## config.mk

```make
export PLATFORM = sky130hd
export DESIGN_NAME = enc_stream_tx
export DESIGN_NICKNAME = d
export VERILOG_FILES = /design/src/rtl/vdcm_stream_pkg.sv /design/src/rtl/tx_out_reg.sv /design/src/rtl/enc_stream_tx.sv
export SDC_FILE = /design/constraint.sdc
export NUM_CORES = 1
export LEC_CHECK = 0
export ABC_CLOCK_PERIOD_IN_PS = 35100
export BUFFER_PORTS_ARGS = -buffer_cell sky130_fd_sc_hd__buf_4
export CAP_MARGIN = 20
export CORE_AREA = 5 5 618 620
export CTS_CLUSTER_DIAMETER = 150
export DETAILED_ROUTE_END_ITERATION = 16
export DIE_AREA = 0 0 623 625
export SYNTH_ARGS = -nofsm -noshare
export SYNTH_HDL_FRONTEND = slang
export SYNTH_HIERARCHICAL = 1
export SYNTH_SLANG_ARGS = --single-unit
```

## constraint.sdc

```tcl
create_clock -name clk -period 35.1 [get_ports clk]
set_input_delay 10.53 -clock clk [delete_from_list [all_inputs] [get_ports clk]]
set_output_delay 10.53 -clock clk [all_outputs]
set_load 0.005 [all_outputs]
```

## src/rtl/vdcm_stream_pkg.sv

```systemverilog
// Shared definitions for the VDCM stream transmit path: FSM encoding and
// default geometry of the stream words and the PPS image.
package vdcm_stream_pkg;

   typedef enum logic [1:0] {
      ST_IDLE = 2'd0,
      ST_PPS  = 2'd1,
      ST_DATA = 2'd2
   } state_t;

   localparam int unsigned DEF_DATA_WIDTH = 256;
   localparam int unsigned DEF_PPS_WORDS  = 4;

endpackage

```

## src/rtl/tx_out_reg.sv

```systemverilog
// Single-stage valid/ready register slice; the payload is held stable
// while the consumer stalls.
module tx_out_reg #(
   parameter int unsigned WIDTH = 259
) (
   input  logic             clk,
   input  logic             rst,
   input  logic             clr,
   input  logic             in_valid,
   output logic             in_ready,
   input  logic [WIDTH-1:0] in_data,
   output logic             out_valid,
   input  logic             out_ready,
   output logic [WIDTH-1:0] out_data
);

   logic             valid_q;
   logic [WIDTH-1:0] data_q;

   assign in_ready  = !valid_q || out_ready;
   assign out_valid = valid_q;
   assign out_data  = data_q;

   always_ff @(posedge clk) begin
      if (rst || clr) begin
         valid_q <= 1'b0;
      end else if (in_valid && in_ready) begin
         valid_q <= 1'b1;
      end else if (out_ready) begin
         valid_q <= 1'b0;
      end
   end

   // Datapath register is intentionally left out of reset.
   always_ff @(posedge clk) begin
      if (in_valid && in_ready) begin
         data_q <= in_data;
      end
   end

endmodule

```

## src/rtl/enc_stream_tx.sv

```systemverilog
// Frame transmitter: emits the captured PPS words followed by frame_words
// payload words through a single output register stage.
module enc_stream_tx
   import vdcm_stream_pkg::*;
#(
   parameter int unsigned DATA_WIDTH = DEF_DATA_WIDTH,
   parameter int unsigned PPS_WORDS  = DEF_PPS_WORDS,
   parameter int unsigned CNT_WIDTH  = 24
) (
   input  logic                          clk,
   input  logic                          rst,
   input  logic                          flush,
   input  logic                          start,
   input  logic [PPS_WORDS*DATA_WIDTH-1:0] pps,
   input  logic [CNT_WIDTH-1:0]          frame_words,
   input  logic [DATA_WIDTH-1:0]         pl_data,
   input  logic                          pl_valid,
   output logic                          pl_ready,
   output logic [DATA_WIDTH-1:0]         out_data,
   output logic                          out_valid,
   output logic                          out_sof,
   output logic                          out_eof,
   output logic                          out_data_is_pps,
   input  logic                          out_ready,
   output logic                          busy
);

   localparam int unsigned    IDX_W    = (PPS_WORDS > 1) ? $clog2(PPS_WORDS) : 1;
   localparam logic [IDX_W-1:0] LAST_IDX = IDX_W'(PPS_WORDS - 1);
   localparam logic [IDX_W-1:0] IDX_ONE  = IDX_W'(1);
   localparam logic           ONE_WORD = (PPS_WORDS == 1);
   localparam logic [CNT_WIDTH-1:0] CNT_ONE = CNT_WIDTH'(1);

   state_t                        state, state_nxt;
   logic [PPS_WORDS*DATA_WIDTH-1:0] pps_q;
   logic [CNT_WIDTH-1:0]          rem;
   logic [IDX_W-1:0]              idx;
   logic                          busy_q;

   logic                          slot_free;
   logic                          take_start;
   logic                          push;
   logic                          in_valid;
   logic [DATA_WIDTH-1:0]         in_word;
   logic                          in_sof, in_eof, in_pps;
   logic [DATA_WIDTH-1:0]         word_sel;
   logic [DATA_WIDTH+2:0]         reg_q;
   logic                          xfer_eof;

   assign word_sel   = pps_q[int'(idx)*DATA_WIDTH +: DATA_WIDTH];
   assign take_start = (state == ST_IDLE) && start && !busy_q && !flush && slot_free;
   assign push       = in_valid && slot_free;
   assign xfer_eof   = out_valid && out_ready && out_eof;

   always_ff @(posedge clk) begin
      if (rst || flush) begin
         state <= ST_IDLE;
      end else begin
         state <= state_nxt;
      end
   end

   // PPS word 0 is loaded straight from the pps port on start, so the frame
   // begins on out_valid one cycle after start; the PPS state covers words 1..N-1.
   always_comb begin
      state_nxt = state;
      unique case (state)
         ST_IDLE: begin
            if (take_start) begin
               if (!ONE_WORD)                state_nxt = ST_PPS;
               else if (frame_words != '0)   state_nxt = ST_DATA;
            end
         end
         ST_PPS: begin
            if (push && idx == LAST_IDX) begin
               state_nxt = (rem != '0) ? ST_DATA : ST_IDLE;
            end
         end
         ST_DATA: begin
            if (push && rem == CNT_ONE) state_nxt = ST_IDLE;
         end
         default: state_nxt = ST_IDLE;
      endcase
   end

   always_comb begin
      in_valid = 1'b0;
      in_word  = word_sel;
      in_sof   = 1'b0;
      in_eof   = 1'b0;
      in_pps   = 1'b0;
      pl_ready = 1'b0;
      unique case (state)
         ST_IDLE: begin
            in_valid = take_start;
            in_word  = pps[DATA_WIDTH-1:0];
            in_sof   = 1'b1;
            in_eof   = ONE_WORD && (frame_words == '0);
            in_pps   = 1'b1;
         end
         ST_PPS: begin
            in_valid = 1'b1;
            in_eof   = (idx == LAST_IDX) && (rem == '0);
            in_pps   = 1'b1;
         end
         ST_DATA: begin
            in_valid = pl_valid && (rem != '0);
            in_word  = pl_data;
            in_eof   = (rem == CNT_ONE);
            pl_ready = slot_free && (rem != '0);
         end
         default: ;
      endcase
   end

   // busy stays high until the eof word actually leaves the output register.
   always_ff @(posedge clk) begin
      if (rst || flush) begin
         rem    <= '0;
         idx    <= '0;
         busy_q <= 1'b0;
      end else begin
         if (take_start) begin
            rem    <= frame_words;
            idx    <= IDX_ONE;
            busy_q <= 1'b1;
         end else if (xfer_eof) begin
            busy_q <= 1'b0;
         end
         if (push && state == ST_PPS) begin
            idx <= (idx == LAST_IDX) ? '0 : idx + IDX_ONE;
         end
         if (push && state == ST_DATA) begin
            rem <= rem - CNT_ONE;
         end
      end
   end

   always_ff @(posedge clk) begin
      if (take_start) begin
         pps_q <= pps;
      end
   end

   tx_out_reg #(
      .WIDTH(DATA_WIDTH + 3)
   ) u_out (
      .clk       (clk),
      .rst       (rst),
      .clr       (flush),
      .in_valid  (in_valid),
      .in_ready  (slot_free),
      .in_data   ({in_sof, in_eof, in_pps, in_word}),
      .out_valid (out_valid),
      .out_ready (out_ready),
      .out_data  (reg_q)
   );

   assign out_data        = reg_q[DATA_WIDTH-1:0];
   assign out_sof         = out_valid && reg_q[DATA_WIDTH+2];
   assign out_eof         = out_valid && reg_q[DATA_WIDTH+1];
   assign out_data_is_pps = out_valid && reg_q[DATA_WIDTH];
   assign busy            = busy_q;

endmodule

```

==> qor.csv <==
stage,metric,value,unit
pwr,pwr dens,53.7,mW/mm2
critical_path,Worst EP required,24570,ps
min_path,Hold Path Class,reg2reg,
cts,post-CTS sizing,0,
cts,"Reg clk slew, reported paths",60,ps
floorplan,starting utilization of the core area,13.6,%
timing,count of final setup violators,0,
cts,clock root buffer master,clkbuf_16,
critical_path,beginning of the worst register-to-register path,state[0]$_SDFFE_PP0P_,
timing,FMAX,46.0,MHz
drt,router iterations before antenna repair,6,
place,Detailed Place HPWL,274000,um
synth,Netlist Area Pre-Place,0.0509,mm2
pwr,NetSw,0.00101,W
pwr,Pleak,26.6,nW
critical_path,worst-case reg-to-reg path depth,9,
global_route,grt ovf,0,
drt,Detailed Route WL,332000,um
finish,fin area,0.0743,mm2
synth,"Distinct cells, synth",68,
place,I/O Buffers,1571,
critical_path,WS Path Type,in2out,
synth,"Net Count, Synth",4039,
drt,residual DRC count,0,
place,placed inst area,0.0688,mm2
drt,wire per inst,34.7,um
global_route,first-pass GRT wire length,410000,um
critical_path,CP Max Fanout,8,
synth,Synth Flop Type,edfxtp_1,
critical_path,type of origin of the critical path,primary input,
cts,TritonCTS clock tree,done,
timing,final setup TNS,0,ps
synth,#FFs+latches synth,1313,
pwr,Clock Power Share,43.0,%
status,status,"finished, final reports clean",
timing,Final Cycle Share,61.9,%
drt,Starting DRT DRC Count,4210,
cts,hold_buf cts,0,
cts,Clock H-tree levels,4,
critical_path,crit end category,output port,
synth,Synth top area share,75.8,%
synth,sequential area share after synthesis,76.9,%
critical_path,reg-to-reg endpoint,pps_q[395]$_DFFE_PP_,
synth,"FFs w/ async S/R, synth",0,%
synth,Synth Instances,2721,
finish,# nets final,5677,
min_path,Hold Crit Depth,2,
cts,Post-CTS Setup Repair Bufs,0,
pwr,Comb power frac,9.9,%
global_route,vias in the first global route,36000,
drt,routed vias,37100,
global_route,Tot GR Track Use,16.2,%
cts,Inserted Clock Buffers,167,
pwr,P_int,0.00298,W
cts,CTS max path bufs,4,
floorplan,Die X,623,um
finish,Layout area overhead,46.1,%
timing,Layout Skew,68.1,ps
timing,Slew @ Worst Pin,1110,ps
floorplan,Boundary Pins,1572,
timing,fin crit period,21730,ps
finish,layout cell share with drive strength beyond 1,47.9,%
timing,setup ws final,13370,ps
global_route,initial antenna violation count,303,
synth,top post-synthesis cells by area,"edfxtp_1, mux4_2, nand2_1, a22oi_1, dfxtp_1",
drt,vias per std cell,3.89,
synth,Mean Syn Cell Area,18.7,um2
min_path,Hold Crit Start,rem[22]$_SDFFE_PP0P_,
floorplan,CORE AREA,0.375,mm2
timing,setup repair after global routing missed its margin,false,
synth,Yosys warnings,6,
floorplan,die area,0.389,mm2
critical_path,R2R setup slack,28120,ps
timing,fin. max-slew vios,0,
place,Place WS,13370,ps
global_route,largest net degree at the start of global routing,155,
floorplan,Die H,625,um
pwr,sequential fraction of design power,47.1,%
synth,"EDFF count, synth",1283,
cts,Worst-Skew Late Latency,860,ps
pwr,Power Total,0.00399,W
drt,ANT nets after route,0,
synth,"area leader, netlist",edfxtp_1,
finish,Fill cells,40200,
min_path,hold endpoint,rem[22]$_SDFFE_PP0P_,
pwr,sw frac,25.3,%
timing,"Hold Vio Cnt, Final",0,
timing,Rel. slew slack,26.3,%
place,GP Congestion,1.04,
floorplan,FP Rows,225,
pwr,VDD IR max,0.0330,mV
cts,Num Clock Sinks,1313,
critical_path,critical path arrival,11200,ps
job,maxcap violations,0,
-- per-stage QoR --
| stage | utilization, % | hold slack [ps] | instances |
|---|---|---|---|
| global route | 19.8 | 512 | 9524 |
| finish | 19.8 | 499 | 9552 |
| detailed placement | 18.3 | 489 | 9182 |
| floorplan | - | 457 | 2721 |
| CTS | 19.8 | 498 | 9481 |
| global placement | 18.3 | 495 | 9181 |
-- power by group through the flow --
stage / clock network (W) / logic, W / registers, W
2_1_floorplan: 0 / 0.000130 / 0.00193
3_3_place_gp: 0 / 0.000394 / 0.00191
3_5_place_dp: 0 / 0.000398 / 0.00191
4_1_cts: 0.00178 / 0.000399 / 0.00188
5_1_grt: 0.00183 / 0.000418 / 0.00188
6_report: 0.00172 / 0.000395 / 0.00188
-- sequential cells by signal, summed over array words and instances, names as in the netlist --
signal	flops
busy	1
rem	24
u_out/out_data	259
u_out/out_valid	1
pps_q	1024
state	2
idx	2
-- Yosys cell counts (11+ instances only) --
master / number
mux4_2: 256
dfxtp_1: 30
nor2_1: 17
a21oi_1: 24
nand2_1: 535
nand3_1: 11
edfxtp_1: 1283
clkbuf_1: 115
a31oi_1: 11
a22oi_1: 262
buf_2: 26
buf_1: 12
-- how the worst max path moves through the flow --
stage                   start            endpoint  slack (ps)  cells after the start
floorplan           out_ready  pps_q[0]$_DFFE_PP_       11060                      4
global placement    out_ready            pl_ready       13360                      4
detailed placement  out_ready            pl_ready       13370                      4
CTS                 out_ready            pl_ready       13370                      4
global route        out_ready            pl_ready       13370                      4
finish              out_ready            pl_ready       13370                      4
-- final cells by class --
| cell class | count | area (um2) | area share (%) |
|---|---|---|---|
| Clock inverter | 108 | 1030 | 1.38 |
| Multi-Input combinational cell | 1244 | 11100 | 15.0 |
| Timing Repair Buffer | 1622 | 12200 | 16.5 |
| Inverter | 11 | 57.6 | 0.0775 |
| Antenna cell | 69 | 173 | 0.232 |
| Sequential cell | 1313 | 39100 | 52.7 |
| Tap cell | 4994 | 6250 | 8.41 |
| Clock buffer | 191 | 4290 | 5.78 |
-- logic make-up (layout without fill, tap and decap cells) --
group,after synthesis,in the layout,synth area share (%)
other,0,69,0
and+or+nand+nor,616,616,4.98
DFF,1313,1313,76.9
buffers and inverters,164,1932,1.27
adders and majority gates,8,8,0.197
muxes,256,256,11.3
AOI/OAI and AO/OA,364,364,5.27
-- cell usage in the layout (no fill, tap or decap), drive strengths merged, types with 11 or more instances in the layout --
cell type	n
buf	1622
edfxtp	1283
nand2	535
a22oi	262
mux4	256
clkbuf	191
diode	69
clkinv	67
dfxtp	30
inv	28
a21oi	24
nor2	17
clkinvlp	15
o21ai	14
nand3	11
a31oi	11
nor3	11
-- layer usage --
metal / share of wire [%] / wire, um / global-route usage, %
met2: 48 / 158000 / 26.8
met4: 4.8 / 15800 / 6.45
met1: 36 / 119000 / 18.5
met3: 12 / 38100 / 6.91
met5: 0.35 / 1160 / 0
-- worst max-delay path: stages --
cell      delay [ps]
buf_4            130
nand2b_4         170
and3_1           220
buf_4            150
No activity file was read; power rests on OpenSTA's default activity.
